File: src/rtl/axi4_lite_master_if.sv
// AXI4-Lite bus bundle between the command-driven master and its slave.
interface axi4_lite_master_if #(
  parameter int ADDR_W = 32,
  parameter int DATA_W = 32
);
  logic [ADDR_W-1:0]   awaddr;
  logic                awvalid;
  logic                awready;
  logic [DATA_W-1:0]   wdata;
  logic [DATA_W/8-1:0] wstrb;
  logic                wvalid;
  logic                wready;
  logic [1:0]          bresp;
  logic                bvalid;
  logic                bready;
  logic [ADDR_W-1:0]   araddr;
  logic                arvalid;
  logic                arready;
  logic [DATA_W-1:0]   rdata;
  logic [1:0]          rresp;
  logic                rvalid;
  logic                rready;

  modport master (
    output awaddr, awvalid, wdata, wstrb, wvalid, bready, araddr, arvalid, rready,
    input  awready, wready, bresp, bvalid, arready, rdata, rresp, rvalid
  );

  modport slave (
    input  awaddr, awvalid, wdata, wstrb, wvalid, bready, araddr, arvalid, rready,
    output awready, wready, bresp, bvalid, arready, rdata, rresp, rvalid
  );
endinterface

File: src/rtl/axi4_lite_master.sv
// Single-outstanding AXI4-Lite initiator: one command in, one AW+W+B or AR+R
// transaction on the bus, one response out, with a non-aborting stall watchdog.
module axi4_lite_master #(
  parameter int ADDR_W         = 32,
  parameter int DATA_W         = 32,
  parameter int TIMEOUT_CYCLES = 1024
) (
  input  logic                clk,
  input  logic                resetn,
  input  logic                cmd_valid,
  output logic                cmd_ready,
  input  logic                cmd_write,
  input  logic [ADDR_W-1:0]   cmd_addr,
  input  logic [DATA_W-1:0]   cmd_wdata,
  input  logic [DATA_W/8-1:0] cmd_wstrb,
  output logic                rsp_valid,
  input  logic                rsp_ready,
  output logic [DATA_W-1:0]   rsp_rdata,
  output logic [1:0]          rsp_resp,
  output logic                rsp_write,
  output logic                timeout,
  axi4_lite_master_if.master  axi
);
  localparam int STRB_W = DATA_W / 8;
  localparam int WD_W   = (TIMEOUT_CYCLES < 2) ? 1 : $clog2(TIMEOUT_CYCLES + 1);
  localparam logic [WD_W-1:0] WD_MAX = WD_W'(TIMEOUT_CYCLES);
  localparam logic [WD_W-1:0] WD_ONE = WD_W'(1'b1);
  localparam logic            WD_EN  = (TIMEOUT_CYCLES != 0);

  typedef enum logic [2:0] {
    IDLE    = 3'd0,
    WR_REQ  = 3'd1,
    WR_RESP = 3'd2,
    RD_REQ  = 3'd3,
    RD_DATA = 3'd4,
    RSP     = 3'd5
  } state_e;

  state_e              state_q, state_d;
  logic                cmd_ready_q, cmd_ready_d;
  logic [ADDR_W-1:0]   addr_q, addr_d;
  logic [DATA_W-1:0]   wdata_q, wdata_d;
  logic [STRB_W-1:0]   wstrb_q, wstrb_d;
  logic                write_q, write_d;
  logic                aw_done_q, aw_done_d;
  logic                w_done_q, w_done_d;
  logic                awvalid_q, awvalid_d;
  logic                wvalid_q, wvalid_d;
  logic                bready_q, bready_d;
  logic                arvalid_q, arvalid_d;
  logic                rready_q, rready_d;
  logic                rsp_valid_q, rsp_valid_d;
  logic [DATA_W-1:0]   rsp_rdata_q, rsp_rdata_d;
  logic [1:0]          rsp_resp_q, rsp_resp_d;
  logic [WD_W-1:0]     wd_cnt_q, wd_cnt_d;
  logic                timeout_q, timeout_d;

  logic aw_hs_s;
  logic w_hs_s;
  logic bus_phase_s;

  assign aw_hs_s     = awvalid_q & axi.awready;
  assign w_hs_s      = wvalid_q & axi.wready;
  assign bus_phase_s = (state_q == WR_REQ) || (state_q == WR_RESP) ||
                       (state_q == RD_REQ) || (state_q == RD_DATA);

  // Next-state and next-output computation for the transaction FSM and watchdog.
  always_comb begin
    state_d     = state_q;
    cmd_ready_d = cmd_ready_q;
    addr_d      = addr_q;
    wdata_d     = wdata_q;
    wstrb_d     = wstrb_q;
    write_d     = write_q;
    aw_done_d   = aw_done_q;
    w_done_d    = w_done_q;
    awvalid_d   = awvalid_q;
    wvalid_d    = wvalid_q;
    bready_d    = bready_q;
    arvalid_d   = arvalid_q;
    rready_d    = rready_q;
    rsp_valid_d = rsp_valid_q;
    rsp_rdata_d = rsp_rdata_q;
    rsp_resp_d  = rsp_resp_q;
    wd_cnt_d    = wd_cnt_q;
    timeout_d   = timeout_q;

    // Watchdog only observes; VALIDs are never withdrawn on expiry.
    if (bus_phase_s && WD_EN) begin
      if (wd_cnt_q != WD_MAX) begin
        wd_cnt_d = wd_cnt_q + WD_ONE;
      end else begin
        wd_cnt_d = wd_cnt_q;
      end
      timeout_d = timeout_q | (wd_cnt_d == WD_MAX);
    end else begin
      wd_cnt_d  = wd_cnt_q;
      timeout_d = timeout_q;
    end

    case (state_q)
      IDLE: begin
        if (cmd_valid && cmd_ready_q) begin
          cmd_ready_d = 1'b0;
          addr_d      = cmd_addr;
          wdata_d     = cmd_wdata;
          wstrb_d     = cmd_wstrb;
          write_d     = cmd_write;
          aw_done_d   = 1'b0;
          w_done_d    = 1'b0;
          wd_cnt_d    = WD_ONE;
          timeout_d   = 1'b0;
          if (cmd_write) begin
            awvalid_d = 1'b1;
            wvalid_d  = 1'b1;
            state_d   = WR_REQ;
          end else begin
            arvalid_d = 1'b1;
            state_d   = RD_REQ;
          end
        end else begin
          cmd_ready_d = 1'b1;
        end
      end
      WR_REQ: begin
        aw_done_d = aw_done_q | aw_hs_s;
        w_done_d  = w_done_q | w_hs_s;
        if (aw_hs_s) begin
          awvalid_d = 1'b0;
        end else begin
          awvalid_d = awvalid_q;
        end
        if (w_hs_s) begin
          wvalid_d = 1'b0;
        end else begin
          wvalid_d = wvalid_q;
        end
        if (aw_done_d && w_done_d) begin
          bready_d = 1'b1;
          state_d  = WR_RESP;
        end else begin
          state_d = state_q;
        end
      end
      WR_RESP: begin
        if (axi.bvalid && bready_q) begin
          bready_d    = 1'b0;
          rsp_resp_d  = axi.bresp;
          rsp_rdata_d = {DATA_W{1'b0}};
          rsp_valid_d = 1'b1;
          timeout_d   = timeout_q;
          state_d     = RSP;
        end else begin
          state_d = state_q;
        end
      end
      RD_REQ: begin
        if (arvalid_q && axi.arready) begin
          arvalid_d = 1'b0;
          rready_d  = 1'b1;
          state_d   = RD_DATA;
        end else begin
          state_d = state_q;
        end
      end
      RD_DATA: begin
        if (axi.rvalid && rready_q) begin
          rready_d    = 1'b0;
          rsp_resp_d  = axi.rresp;
          rsp_rdata_d = axi.rdata;
          rsp_valid_d = 1'b1;
          timeout_d   = timeout_q;
          state_d     = RSP;
        end else begin
          state_d = state_q;
        end
      end
      RSP: begin
        if (rsp_ready) begin
          rsp_valid_d = 1'b0;
          cmd_ready_d = 1'b1;
          timeout_d   = 1'b0;
          wd_cnt_d    = {WD_W{1'b0}};
          state_d     = IDLE;
        end else begin
          state_d = state_q;
        end
      end
      default: begin
        state_d     = IDLE;
        cmd_ready_d = 1'b1;
        awvalid_d   = 1'b0;
        wvalid_d    = 1'b0;
        bready_d    = 1'b0;
        arvalid_d   = 1'b0;
        rready_d    = 1'b0;
        rsp_valid_d = 1'b0;
        timeout_d   = 1'b0;
      end
    endcase
  end

  // State and output registers; asynchronous reset drops every VALID at once.
  always_ff @(posedge clk or negedge resetn) begin
    if (!resetn) begin
      state_q     <= IDLE;
      cmd_ready_q <= 1'b1;
      addr_q      <= {ADDR_W{1'b0}};
      wdata_q     <= {DATA_W{1'b0}};
      wstrb_q     <= {STRB_W{1'b0}};
      write_q     <= 1'b0;
      aw_done_q   <= 1'b0;
      w_done_q    <= 1'b0;
      awvalid_q   <= 1'b0;
      wvalid_q    <= 1'b0;
      bready_q    <= 1'b0;
      arvalid_q   <= 1'b0;
      rready_q    <= 1'b0;
      rsp_valid_q <= 1'b0;
      rsp_rdata_q <= {DATA_W{1'b0}};
      rsp_resp_q  <= 2'b00;
      wd_cnt_q    <= {WD_W{1'b0}};
      timeout_q   <= 1'b0;
    end else begin
      state_q     <= state_d;
      cmd_ready_q <= cmd_ready_d;
      addr_q      <= addr_d;
      wdata_q     <= wdata_d;
      wstrb_q     <= wstrb_d;
      write_q     <= write_d;
      aw_done_q   <= aw_done_d;
      w_done_q    <= w_done_d;
      awvalid_q   <= awvalid_d;
      wvalid_q    <= wvalid_d;
      bready_q    <= bready_d;
      arvalid_q   <= arvalid_d;
      rready_q    <= rready_d;
      rsp_valid_q <= rsp_valid_d;
      rsp_rdata_q <= rsp_rdata_d;
      rsp_resp_q  <= rsp_resp_d;
      wd_cnt_q    <= wd_cnt_d;
      timeout_q   <= timeout_d;
    end
  end

  assign cmd_ready   = cmd_ready_q;
  assign rsp_valid   = rsp_valid_q;
  assign rsp_rdata   = rsp_rdata_q;
  assign rsp_resp    = rsp_resp_q;
  assign rsp_write   = write_q;
  assign timeout     = timeout_q;

  assign axi.awaddr  = addr_q;
  assign axi.awvalid = awvalid_q;
  assign axi.wdata   = wdata_q;
  assign axi.wstrb   = wstrb_q;
  assign axi.wvalid  = wvalid_q;
  assign axi.bready  = bready_q;
  assign axi.araddr  = addr_q;
  assign axi.arvalid = arvalid_q;
  assign axi.rready  = rready_q;
endmodule

File: src/flat_wrapper.sv
// flat-port wrapper written by rule: the top's interface ports become plain ports
module axi4_lite_master_flat 
#(
  parameter int ADDR_W         = 32,
  parameter int DATA_W         = 32,
  parameter int TIMEOUT_CYCLES = 1024
)
  (clk, resetn, cmd_valid, cmd_ready, cmd_write, cmd_addr, cmd_wdata, cmd_wstrb, rsp_valid, rsp_ready, rsp_rdata, rsp_resp, rsp_write, timeout, axi_awaddr, axi_awvalid, axi_wdata, axi_wstrb, axi_wvalid, axi_bready, axi_araddr, axi_arvalid, axi_rready, axi_awready, axi_wready, axi_bresp, axi_bvalid, axi_arready, axi_rdata, axi_rresp, axi_rvalid);
  axi4_lite_master_if #(.ADDR_W(ADDR_W), .DATA_W(DATA_W)) axi_i ();
  input  logic clk;
  input  logic resetn;
  input  logic cmd_valid;
  output logic cmd_ready;
  input  logic cmd_write;
  input  logic [ADDR_W-1:0] cmd_addr;
  input  logic [DATA_W-1:0] cmd_wdata;
  input  logic [DATA_W/8-1:0] cmd_wstrb;
  output logic rsp_valid;
  input  logic rsp_ready;
  output logic [DATA_W-1:0] rsp_rdata;
  output logic [1:0] rsp_resp;
  output logic rsp_write;
  output logic timeout;
  output wire logic [$bits(axi_i.awaddr)-1:0] axi_awaddr;
  output wire logic [$bits(axi_i.awvalid)-1:0] axi_awvalid;
  output wire logic [$bits(axi_i.wdata)-1:0] axi_wdata;
  output wire logic [$bits(axi_i.wstrb)-1:0] axi_wstrb;
  output wire logic [$bits(axi_i.wvalid)-1:0] axi_wvalid;
  output wire logic [$bits(axi_i.bready)-1:0] axi_bready;
  output wire logic [$bits(axi_i.araddr)-1:0] axi_araddr;
  output wire logic [$bits(axi_i.arvalid)-1:0] axi_arvalid;
  output wire logic [$bits(axi_i.rready)-1:0] axi_rready;
  input wire logic [$bits(axi_i.awready)-1:0] axi_awready;
  input wire logic [$bits(axi_i.wready)-1:0] axi_wready;
  input wire logic [$bits(axi_i.bresp)-1:0] axi_bresp;
  input wire logic [$bits(axi_i.bvalid)-1:0] axi_bvalid;
  input wire logic [$bits(axi_i.arready)-1:0] axi_arready;
  input wire logic [$bits(axi_i.rdata)-1:0] axi_rdata;
  input wire logic [$bits(axi_i.rresp)-1:0] axi_rresp;
  input wire logic [$bits(axi_i.rvalid)-1:0] axi_rvalid;
  assign axi_awaddr = axi_i.awaddr;
  assign axi_awvalid = axi_i.awvalid;
  assign axi_wdata = axi_i.wdata;
  assign axi_wstrb = axi_i.wstrb;
  assign axi_wvalid = axi_i.wvalid;
  assign axi_bready = axi_i.bready;
  assign axi_araddr = axi_i.araddr;
  assign axi_arvalid = axi_i.arvalid;
  assign axi_rready = axi_i.rready;
  assign axi_i.awready = axi_awready;
  assign axi_i.wready = axi_wready;
  assign axi_i.bresp = axi_bresp;
  assign axi_i.bvalid = axi_bvalid;
  assign axi_i.arready = axi_arready;
  assign axi_i.rdata = axi_rdata;
  assign axi_i.rresp = axi_rresp;
  assign axi_i.rvalid = axi_rvalid;
  axi4_lite_master #(.ADDR_W(ADDR_W), .DATA_W(DATA_W), .TIMEOUT_CYCLES(TIMEOUT_CYCLES)) u_core (.clk(clk), .resetn(resetn), .cmd_valid(cmd_valid), .cmd_ready(cmd_ready), .cmd_write(cmd_write), .cmd_addr(cmd_addr), .cmd_wdata(cmd_wdata), .cmd_wstrb(cmd_wstrb), .rsp_valid(rsp_valid), .rsp_ready(rsp_ready), .rsp_rdata(rsp_rdata), .rsp_resp(rsp_resp), .rsp_write(rsp_write), .timeout(timeout), .axi(axi_i));
endmodule
File: config.mk
export PLATFORM = sky130hd
export DESIGN_NAME = axi4_lite_master_flat
export DESIGN_NICKNAME = d
export VERILOG_FILES = /design/src/rtl/axi4_lite_master_if.sv /design/src/rtl/axi4_lite_master.sv /design/src/flat_wrapper.sv
export SDC_FILE = /design/constraint.sdc
export NUM_CORES = 1
export LEC_CHECK = 0
export BUFFER_PORTS_ARGS = -buffer_cell sky130_fd_sc_hd__buf_2
export CORE_ASPECT_RATIO = 0.5
export CORE_MARGIN = 1.5
export CORE_UTILIZATION = 50
export DETAILED_ROUTE_END_ITERATION = 10
export PLACE_DENSITY = 0.87
export REMOVE_ABC_BUFFERS = 1
export SYNTH_ARGS = -nofsm -noshare
export SYNTH_HDL_FRONTEND = slang
export SYNTH_SLANG_ARGS = --single-unit
File: constraint.sdc
create_clock -name clk -period 3.3 [get_ports clk]
set_clock_uncertainty 0.15 [all_clocks]
set_input_delay 0.66 -clock clk [delete_from_list [all_inputs] [get_ports clk]]
set_output_delay 0.66 -clock clk [all_outputs]
set_load 0.005 [all_outputs]
==> results.json <==
{
  "root_buffer": "clkbuf_16",
  "yosys.area_share.simple": 0.118,
  "ios": 257,
  "coreArea_um2": 11100,
  "fin_crit_sh": 0.785,
  "grt-ovfl-total": 0,
  "initial_core_util": 0.520,
  "fin_crit_ns": 2.59,
  "fin_nets": 858,
  "irDropWorstVdd_mv": 0.494,
  "synthArstFlopShare": 1.00,
  "synth_edf_count": 0,
  "yosysTopAreaCell": "dfrtp_1",
  "htreeDepth": 4,
  "crit_path_end_kind": "register",
  "die_area_um2": 12300,
  "ys_types": 63,
  "timing.fmax_ghz": 0.386,
  "avgSynthCellArea_um2": 11.3,
  "synth_top_family_by_area": "multiplexers",
  "synth_xor_area_frac": 0.0179,
  "syn_area_um2": 5800,
  "cap_viol_max_count": 0,
  "synthFlopType": "dfrtp_1",
  "cts.repair.resized": 0,
  "grt_pass1_wl_mm": 22.0,
  "diodes": 0,
  "dr.pass1.iters": 4,
  "synthTopCellsByArea": "dfrtp_1 54%, mux2_2 9.3%, nand2_1 5.4%",
  "switching_share": 0.347,
  "clk_transition_reported_paths_ns": 0.06,
  "cts_tree": "built",
  "p_leak_nw": 3.74,
  "arrival_ns": 2.72,
  "pwr_density_cell_nw_per_um2": 973,
  "tightest_slew_ns": 0.834,
  "rsz0062_at_grt": "false",
  "synthMuxAreaShare": 0.143,
  "tns_ns": 0,
  "ys_seq_area_frac": 0.548,
  "track_usage": 0.232,
  "postCtsSetupRepairBufs": 0,
  "critical_path.slowest_cell": "nor3_4",
  "chipWidth_um": 155,
  "grt_max_degree": 69,
  "dp_hpwl_mm": 10.5,
  "ctsLongestPathBuffers": 2,
  "rows": 27,
  "status": "finished, final reports clean",
  "crit_chain": "or2_1 > nor3_4 > buf_12 > mux2_2",
  "grt_pass1_vias": 4455,
  "slew_violations": 0,
  "antenna_left": 0,
  "slew_headroom": 0.443,
  "setup-violations-final": 0,
  "vias_per_cell": 5.13,
  "numCtsBuffers": 17,
  "min_path_type": "in2async",
  "io_buffers": 256,
  "place.gp.congestion": 0.876,
  "num_vias": 4616,
  "hold_viol": 0,
  "synthTopCellsByCount": "126 x dfrtp_1, 84 x nand2_1, 48 x mux2_2",
  "cpPeakStageDelay_ns": 0.67,
  "antenna_found_initial": 0,
  "ys_ff_latch": 127,
  "synth_top_area_frac": 0.544,
  "p_int_mw": 4.81,
  "yosysMostFrequentCell": "dfrtp_1",
  "clock-sinks": 127,
  "syn_inst": 515,
  "power_frac_clock": 0.253,
  "die_height_um": 79.2,
  "clock_latency_ns": 0.40,
  "synth_fa_ha_area_frac": 0.00431,
  "remaining_drc_errors": 0,
  "cts-hold-fix-buffers": 0,
  "power.switching_mw": 2.56,
  "fin_ws_ns": 0.711,
  "wire_per_inst_um": 15.8,
  "wirelength_mm": 14.2,
  "combPwrFrac": 0.372,
  "path_class": "reg2reg",
  "syn_to_final_growth_pct": 30.7,
  "yosysWarningCount": 0,
  "post-place-ws_ns": 0.717,
  "startpoint_type": "register",
  "cp.required_ns": 3.44,
  "drive_gt1_frac": 0.474,
  "synth-compound-area-share": 0.0956,
  "seqPwrFrac": 0.375,
  "crit_fanout": 25,
  "drt_iter0_drc": 267
}
==> placed cells by master, fill, tap and decap left out, drive strengths merged, types with 5 or more instances in the layout <==
cell	instances
o21ai	47
clkbuf	18
nor2	17
inv	14
a21oi	16
a31oi	6
xnor2	5
nor3	5
nor2b	6
nand2	84
xor2	6
dfrtp	126
mux2	70
buf	266
==> logic make-up (layout without fill, tap and decap cells) <==
kind of cell	after synthesis	count (layout)
DFF	127	127
adders and majority gates	2	2
buffers and inverters	67	307
and+or+nand+nor	142	142
AOI/OAI and AO/OA	92	92
muxes	74	74
xor gates and xnor gates	11	11
==> critical path: cells and delay by family (launching register included) <==
kind | cells | cell delay [ns]
muxes | 1 | 0.36
DFF | 1 | 0.59
buffers and inverters | 1 | 0.27
and+or+nand+nor | 2 | 1.09
==> power groups by stage <==
stage	sequential (mW)	combinational [mW]	clock (mW)
finish	2.76	2.74	1.87
detailed placement	2.78	2.76	0
floorplan	2.82	1.33	0
global placement	2.73	2.65	0
global route	2.86	3.02	1.96
CTS	2.76	2.77	1.90
==> routing by layer <==
layer  track usage  wire length, µm  vias to the layer above
li1              -                -                     2205
met1         0.280             5740                     2246
met2         0.414             7550                      149
met3        0.0529              770                       16
met4        0.0771              150                        0
met5             0                0                        -
==> per-stage QoR <==
stage	utilization	power, mW	instance area (µm²)	cells	hold WS, ns
floorplan	-	4.15	5410	457	0.214
global placement	0.626	5.39	6980	868	0.308
detailed placement	0.626	5.54	6980	868	0.315
CTS	0.680	7.44	7580	900	0.116
global route	0.680	7.85	7580	900	0.139
finish	0.680	7.38	7580	900	0.108
==> final timing paths <==
| path | startpoint | endpoint | slack, ns | cells past startpoint |
|---|---|---|---|---|
| setup reg to reg | u_core.state_q[1] | u_core.axi.araddr[9] | 0.71 | 4 |
| setup / recovery | u_core.state_q[1] | u_core.axi.araddr[9] | 0.71 | 4 |
| hold reg to reg | u_core.rsp_rdata[20] | u_core.rsp_rdata[20] | 0.32 | 2 |
| min in group clk | cmd_addr[25] | u_core.axi.araddr[25] | 0.32 | 2 |
| max in group asynchronous | resetn | u_core.axi.araddr[5] | 2.11 | 2 |
| hold / removal | resetn | u_core.state_q[1] | 0.11 | 1 |
==> layout make-up <==
type / instances / area [µm²]
Clock buffer: 18 / 439
Clock inverter: 14 / 156
Fill cell: 895 / 3570
Inverter: 9 / 33.8
Multi-Input combinational cell: 321 / 2190
Sequential cell: 127 / 3180
Tap cell: 145 / 181
Timing Repair Buffer: 266 / 1400
==> state kept, by name (all words and copies together) (netlist names), 2 cells and up <==
name and cells:
u_core.axi.wdata 32, u_core.wd_cnt_q 11, u_core.axi.araddr 32, u_core.rsp_rdata 32
u_core.state_q 3, u_core.axi.wstrb 4, u_core.rsp_resp 2
(Power assumes the default switching activity.)
